**src/rtl/uart_receive.sv**
```systemverilog
// -----------------------------------------------------------------------------
// uart_receive
// 8N1 UART receiver for the uart_rxd (computer -> FPGA) line. It is the
// receive-side peer of uart_transmit. It synchronises the asynchronous line,
// detects the start bit, samples each bit at its midpoint and presents a byte.
//
// Configuration macro:
//   UART_RX_PARITY_EN  when defined, the frame is 8E1. An even-parity bit sits
//                      between data bit 7 and the stop bit, and
//                      parity_error_out is driven. When undefined, the frame
//                      is 8N1 and parity_error_out is tied low.
//
// Ports:
//   clk_in             system clock
//   rst_in             synchronous reset, active high
//   rx_wire_in         raw asynchronous serial line, idle high
//   data_byte_out[7:0] last good byte; held until the next good byte
//   new_data_out       one-cycle strobe: data_byte_out has just been updated
//   framing_error_out  one-cycle strobe: stop bit was sampled low
//   parity_error_out   one-cycle strobe: even-parity mismatch
//   busy_out           high whenever the receiver is inside a frame
//   state_dbg[2:0]     current FSM state encoding, for observation only
//
// Handshake: the three strobes are valid-only with no ready. A consumer must
// capture data_byte_out in the cycle new_data_out is high. The strobes are
// registered and mutually exclusive, and none is high for two consecutive
// cycles.
// -----------------------------------------------------------------------------
module uart_receive #(
  parameter int CLOCK_FREQ = 100_000_000,
  parameter int BAUD_RATE  = 460800
) (
  input  logic       clk_in,
  input  logic       rst_in,
  input  logic       rx_wire_in,
  output logic [7:0] data_byte_out,
  output logic       new_data_out,
  output logic       framing_error_out,
  output logic       parity_error_out,
  output logic       busy_out,
  output logic [2:0] state_dbg
);

  localparam int BAUD_BIT_PERIOD = CLOCK_FREQ / BAUD_RATE;
  localparam int CNT_W           = $clog2(BAUD_BIT_PERIOD);
  localparam logic [CNT_W-1:0] BIT_LAST  = CNT_W'(BAUD_BIT_PERIOD - 1);
  // Start bit is checked at its midpoint, so data samples land mid-bit too.
  localparam logic [CNT_W-1:0] HALF_LAST = CNT_W'(BAUD_BIT_PERIOD / 2 - 1);

  typedef enum logic [2:0] {
    S_IDLE   = 3'd0,
    S_START  = 3'd1,
    S_DATA   = 3'd2,
    S_PARITY = 3'd3,
    S_STOP   = 3'd4
  } state_t;

  state_t           state;
  logic             rx_s1;
  logic             rx_s2;
  logic             rx_prev;
  logic [CNT_W-1:0] cycle_cnt;
  logic [2:0]       bit_cnt;
  logic [7:0]       shift_reg;
`ifdef UART_RX_PARITY_EN
  logic             parity_bit;
`endif

  assign state_dbg = state;

`ifndef UART_RX_PARITY_EN
  assign parity_error_out = 1'b0;
`endif

  always_ff @(posedge clk_in) begin
    if (rst_in) begin
      // Synchroniser resets to the idle level, so the line must be seen
      // falling after reset before a frame can start.
      rx_s1             <= 1'b1;
      rx_s2             <= 1'b1;
      rx_prev           <= 1'b1;
      state             <= S_IDLE;
      cycle_cnt         <= '0;
      bit_cnt           <= '0;
      shift_reg         <= '0;
      data_byte_out     <= '0;
      new_data_out      <= 1'b0;
      framing_error_out <= 1'b0;
      busy_out          <= 1'b0;
`ifdef UART_RX_PARITY_EN
      parity_bit        <= 1'b0;
      parity_error_out  <= 1'b0;
`endif
    end else begin
      rx_s1   <= rx_wire_in;
      rx_s2   <= rx_s1;
      rx_prev <= rx_s2;

      new_data_out      <= 1'b0;
      framing_error_out <= 1'b0;
`ifdef UART_RX_PARITY_EN
      parity_error_out  <= 1'b0;
`endif
      // Lags the state by one cycle: high from the cycle after START entry
      // through the cycle IDLE is re-entered.
      busy_out <= (state != S_IDLE);

      case (state)
        S_IDLE: begin
          // Edge-triggered, so a line stuck low never retriggers.
          if (rx_prev && !rx_s2) begin
            state     <= S_START;
            cycle_cnt <= '0;
          end
        end

        S_START: begin
          if (cycle_cnt == HALF_LAST) begin
            cycle_cnt <= '0;
            if (!rx_s2) begin
              state   <= S_DATA;
              bit_cnt <= '0;
            end else begin
              state <= S_IDLE;  // glitch: drop silently
            end
          end else begin
            cycle_cnt <= cycle_cnt + CNT_W'(1);
          end
        end

        S_DATA: begin
          if (cycle_cnt == BIT_LAST) begin
            cycle_cnt          <= '0;
            shift_reg[bit_cnt] <= rx_s2;  // LSB first
            if (bit_cnt == 3'd7) begin
`ifdef UART_RX_PARITY_EN
              state <= S_PARITY;
`else
              state <= S_STOP;
`endif
            end else begin
              bit_cnt <= bit_cnt + 3'd1;
            end
          end else begin
            cycle_cnt <= cycle_cnt + CNT_W'(1);
          end
        end

`ifdef UART_RX_PARITY_EN
        S_PARITY: begin
          if (cycle_cnt == BIT_LAST) begin
            cycle_cnt  <= '0;
            parity_bit <= rx_s2;
            state      <= S_STOP;
          end else begin
            cycle_cnt <= cycle_cnt + CNT_W'(1);
          end
        end
`endif

        S_STOP: begin
          if (cycle_cnt == BIT_LAST) begin
            cycle_cnt <= '0;
            // Leaving at the stop midpoint lets a back-to-back start edge
            // be caught with no idle gap.
            state     <= S_IDLE;
            if (!rx_s2) begin
              framing_error_out <= 1'b1;
`ifdef UART_RX_PARITY_EN
            end else if ((^shift_reg) != parity_bit) begin
              parity_error_out <= 1'b1;
`endif
            end else begin
              data_byte_out <= shift_reg;
              new_data_out  <= 1'b1;
            end
          end else begin
            cycle_cnt <= cycle_cnt + CNT_W'(1);
          end
        end

        default: begin
          state     <= S_IDLE;
          cycle_cnt <= '0;
        end
      endcase
    end
  end

endmodule

```
**config.mk**
```make
export PLATFORM = sky130hd
export DESIGN_NAME = uart_receive
export DESIGN_NICKNAME = d
export VERILOG_FILES = /design/src/rtl/uart_receive.sv
export SDC_FILE = /design/constraint.sdc
export NUM_CORES = 1
export LEC_CHECK = 0
export CAP_MARGIN = 5
export CORE_MARGIN = 3
export CORE_UTILIZATION = 55
export DETAILED_ROUTE_END_ITERATION = 6
export GPL_ROUTABILITY_DRIVEN = 0
export PLACE_DENSITY = 0.78
export REMOVE_ABC_BUFFERS = 1
export SYNTH_ARGS = -nofsm -noshare
export SYNTH_HDL_FRONTEND = slang
export SYNTH_SLANG_ARGS = --single-unit
```
**constraint.sdc**
```tcl
create_clock -name clk_in -period 2.2 [get_ports clk_in]
set_clock_uncertainty 0.1 [all_clocks]
set_input_delay 0.44 -clock clk_in [delete_from_list [all_inputs] [get_ports clk_in]]
set_output_delay 0.44 -clock clk_in [all_outputs]
set_load 0.01 [all_outputs]
```
==> impl_metrics.env, run 1 <==
export IMPL_run_status="finished clean"
export IMPL_critical_path_startpoint_type="flop"
export IMPL_post_synth_most_frequent_cells="sky130_fd_sc_hd__dfxtp_1, sky130_fd_sc_hd__nor2_1, sky130_fd_sc_hd__nand2_1, sky130_fd_sc_hd__mux2i_1, sky130_fd_sc_hd__nand3_1"
export IMPL_synth_area_per_cell_um2=9.15
export IMPL_ios=18
export IMPL_asyncSetResetFlopFracSynth=0
export IMPL_post_synth_instance_area_mm2=0.00167
export IMPL_drtIter0Drc=68
export IMPL_clock_fmax_mhz=490
export IMPL_timing_critical_path_arrival_ns=2.19
export IMPL_crit_reg2reg_launch="cycle_cnt[1]"
export IMPL_timing_hold_worst_start="rx_s1"
export IMPL_yosys_area_top_type="sky130_fd_sc_hd__dfxtp_1"
export IMPL_postSynthRegisterBits=36
export IMPL_synthesis_yosys_warnings=0
export IMPL_die_height_um=61.0
export IMPL_endpoint_kind="flop"
export IMPL_path_class="reg -> reg"
export IMPL_multi_input_area_um2=880
export IMPL_cts_made_buffers=5
export IMPL_count_of_final_max_slew_check_failures=0
export IMPL_yosys_cell_types_count=43
export IMPL_detail_route_first_pass_iterations=4
export IMPL_static_leakage_power_nw=0.734
export IMPL_layout_drive_gt1_share=0.138
export IMPL_use_met2=0.308
export IMPL_drv_max_cap_violation_count=0
export IMPL_via_per_inst=5.67
export IMPL_grt_start_max_net_pins=21
export IMPL_post_cts_setup_buffers=0
export IMPL_seq_area_um2=722
export IMPL_global_route_usage_total=0.202
export IMPL_worst_setup_hold_path_clk_slew_ns=0.12
export IMPL_globalRouteMet3Util=0.0713
export IMPL_cts_max_level=2
export IMPL_whs_ns=0.323
export IMPL_coreArea_mm2=0.00283
export IMPL_max_slew_worst_pin_slew_ns=0.611
export IMPL_pre_cts_slack_ns=0.147
export IMPL_reg2regPathDepth=6
export IMPL_detailed_place_area_mm2=0.00186
export IMPL_vias_in_the_first_global_route=1236
export IMPL_final_hold_viol_count=0
export IMPL_synthToLayoutAreaGrowth_pct=17.0
export IMPL_finalSetupViolCount=0
export IMPL_portBuffers=16
export IMPL_worst_endpoint_required_ns=2.35
export IMPL_netlist_instances=182
export IMPL_dr_total_vias=1327
export IMPL_placementRows=19
export IMPL_finalWorstPathRequiredPeriod_ns=2.04
export IMPL_holdPathStages=1
export IMPL_power_density_mw_per_mm2=654
export IMPL_path_max_fanout=6
export IMPL_cts_repair_resized=0
export IMPL_reg2reg_slack_ns=0.16
export IMPL_grt_setup_unrepaired="no"
export IMPL_synth_top_cell_area_share=0.433
export IMPL_critical_path_reg2reg_endpoint="state_dbg[2]"
export IMPL_fin_tns_setup_ns=0
export IMPL_route_final_wire_length_um=3190
export IMPL_part_of_the_yosys_area_used_for_sequential_elements=0.433
export IMPL_synth_top_cells_by_area="sky130_fd_sc_hd__dfxtp_1, sky130_fd_sc_hd__mux2i_1, sky130_fd_sc_hd__nor2_1"
export IMPL_fillerInstances=225
export IMPL_drc_markers=0
export IMPL_diodes=0
export IMPL_place_hpwl_um=2300
export IMPL_dieArea_mm2=0.00372
export IMPL_synth_edf_count=0
export IMPL_layout_setup_ws_ns=0.158
export IMPL_gr_max_usage_layer="met2"
export IMPL_drtAntennaViolNets=0
export IMPL_hold_class="reg -> reg"
export IMPL_period_share=0.928
export IMPL_clock_latency_of_the_later_clocked_register_in_the_worst_skew_pair_ns=0.34
export IMPL_dieWidth_um=61.0
export IMPL_groute_layer_met1_usage=0.270
export IMPL_finish_instance_area_mm2=0.00195
export IMPL_antenna_found_initial=0
export IMPL_grt_first_pass_wirelength_um=5580
export IMPL_synthMostInstantiatedCell="sky130_fd_sc_hd__dfxtp_1"
export IMPL_power_mw=1.27
export IMPL_worst_slew_margin_rel=0.588
export IMPL_worst_ir_drop_vdd_mv=0.522
export IMPL_grt_overflow=0
export IMPL_finish_net_count=209
export IMPL_synth_main_ff_cell="sky130_fd_sc_hd__dfxtp_1"
export IMPL_numClockSinks=36
export IMPL_cts_hold_buf=0
export IMPL_cts_root_buffer_cell="sky130_fd_sc_hd__clkbuf_4"
export IMPL_min_to="rx_s2"
export IMPL_cts_tree="done"
export IMPL_ctsLongestPathBuffers=2
export IMPL_detail_route_wl_per_cell_um=13.6
export IMPL_starting_density_of_the_core=0.589
==> kinds of logic after synthesis <==
| kind of cell | count (synthesis) | share of synthesized area |
|---|---|---|
| AO/OA/AOI/OAI | 26 | 0.124 |
| XOR/XNOR | 1 | 0.00526 |
| adder cells (fa/ha/maj) | 4 | 0.0301 |
| buffers and inverters | 14 | 0.0391 |
| flip-flops | 36 | 0.433 |
| multiplexers | 16 | 0.0962 |
| other | 1 | 0.00225 |
| AND/OR/NAND/NOR | 84 | 0.270 |
==> per-stage QoR <==
step	utilization	instances
CTS	0.688	234
global route	0.689	234
detailed placement	0.659	226
floorplan	-	173
global placement	0.659	226
finish	0.689	234
==> power by group <==
part	total, mW	leakage [nW]	internal [mW]	switching [mW]
Sequential	0.674	0.291	0.663	0.0108
Clock	0.477	0.0418	0.243	0.234
Combinational	0.123	0.400	0.0526	0.0707
Total	1.27	0.734	0.959	0.316
==> worst max-delay path: stages, from the launching register on <==
cell	delay, ns
sky130_fd_sc_hd__dfxtp_1	0.39
sky130_fd_sc_hd__ha_1	0.23
sky130_fd_sc_hd__nand4_1	0.16
sky130_fd_sc_hd__o41ai_4	0.39
sky130_fd_sc_hd__o31a_1	0.32
sky130_fd_sc_hd__a31oi_1	0.12
sky130_fd_sc_hd__a311oi_1	0.26
==> layout by cell type (no fill, tap or decap), types with 4 or more instances in the layout <==
cell type and n:
sky130_fd_sc_hd__ha_1 4, sky130_fd_sc_hd__nand2_1 18, sky130_fd_sc_hd__nand3_1 12, sky130_fd_sc_hd__mux2i_1 16, sky130_fd_sc_hd__inv_1 5, sky130_fd_sc_hd__or3_1 5
sky130_fd_sc_hd__clkdlybuf4s50_1 16, sky130_fd_sc_hd__dfxtp_1 35, sky130_fd_sc_hd__a21oi_1 7, sky130_fd_sc_hd__a31oi_1 5, sky130_fd_sc_hd__clkbuf_4 5, sky130_fd_sc_hd__buf_4 6
sky130_fd_sc_hd__nor2_1 23
==> metal layers <==
layer | part of all wire | vias up
li1 | - | 678
met5 | 0 | -
met1 | 0.48 | 618
met3 | 0.037 | 5
met2 | 0.47 | 26
met4 | 0.0094 | 0
==> worst max path at each step <==
stage,startpoint,cells after the start,end
after floorplan,cycle_cnt[0],7,data_byte_out[0]
after global placement,cycle_cnt[0],6,bit_cnt[0]
after detailed placement,cycle_cnt[0],7,cycle_cnt[4]
after CTS,cycle_cnt[0],7,cycle_cnt[4]
after global routing,cycle_cnt[1],6,state_dbg[1]
final,cycle_cnt[1],6,state_dbg[2]
==> layout make-up <==
cell class                      instances  share of cell area
Inverter                                5             0.00963
Multi-Input combinational cell        132               0.452
Sequential cell                        36               0.371
Tap cell                               31              0.0199
Clock inverter                          3              0.0238
Clock buffer                            5              0.0193
Timing Repair Buffer                   22               0.105
No activity file was read; power rests on OpenSTA's default activity.
==> inputs of run 2 (changes only) <==
--- a/config.mk
+++ b/config.mk
@@ -5,7 +5,7 @@
 export SDC_FILE = /design/constraint.sdc
 export NUM_CORES = 1
 export LEC_CHECK = 0
-export CAP_MARGIN = 5
+export CAP_MARGIN = 20
 export CORE_MARGIN = 3
 export CORE_UTILIZATION = 55
 export DETAILED_ROUTE_END_ITERATION = 6
==> results of run 2 <==
No change in the layout: final DEF, timing and power equal those of run 1.
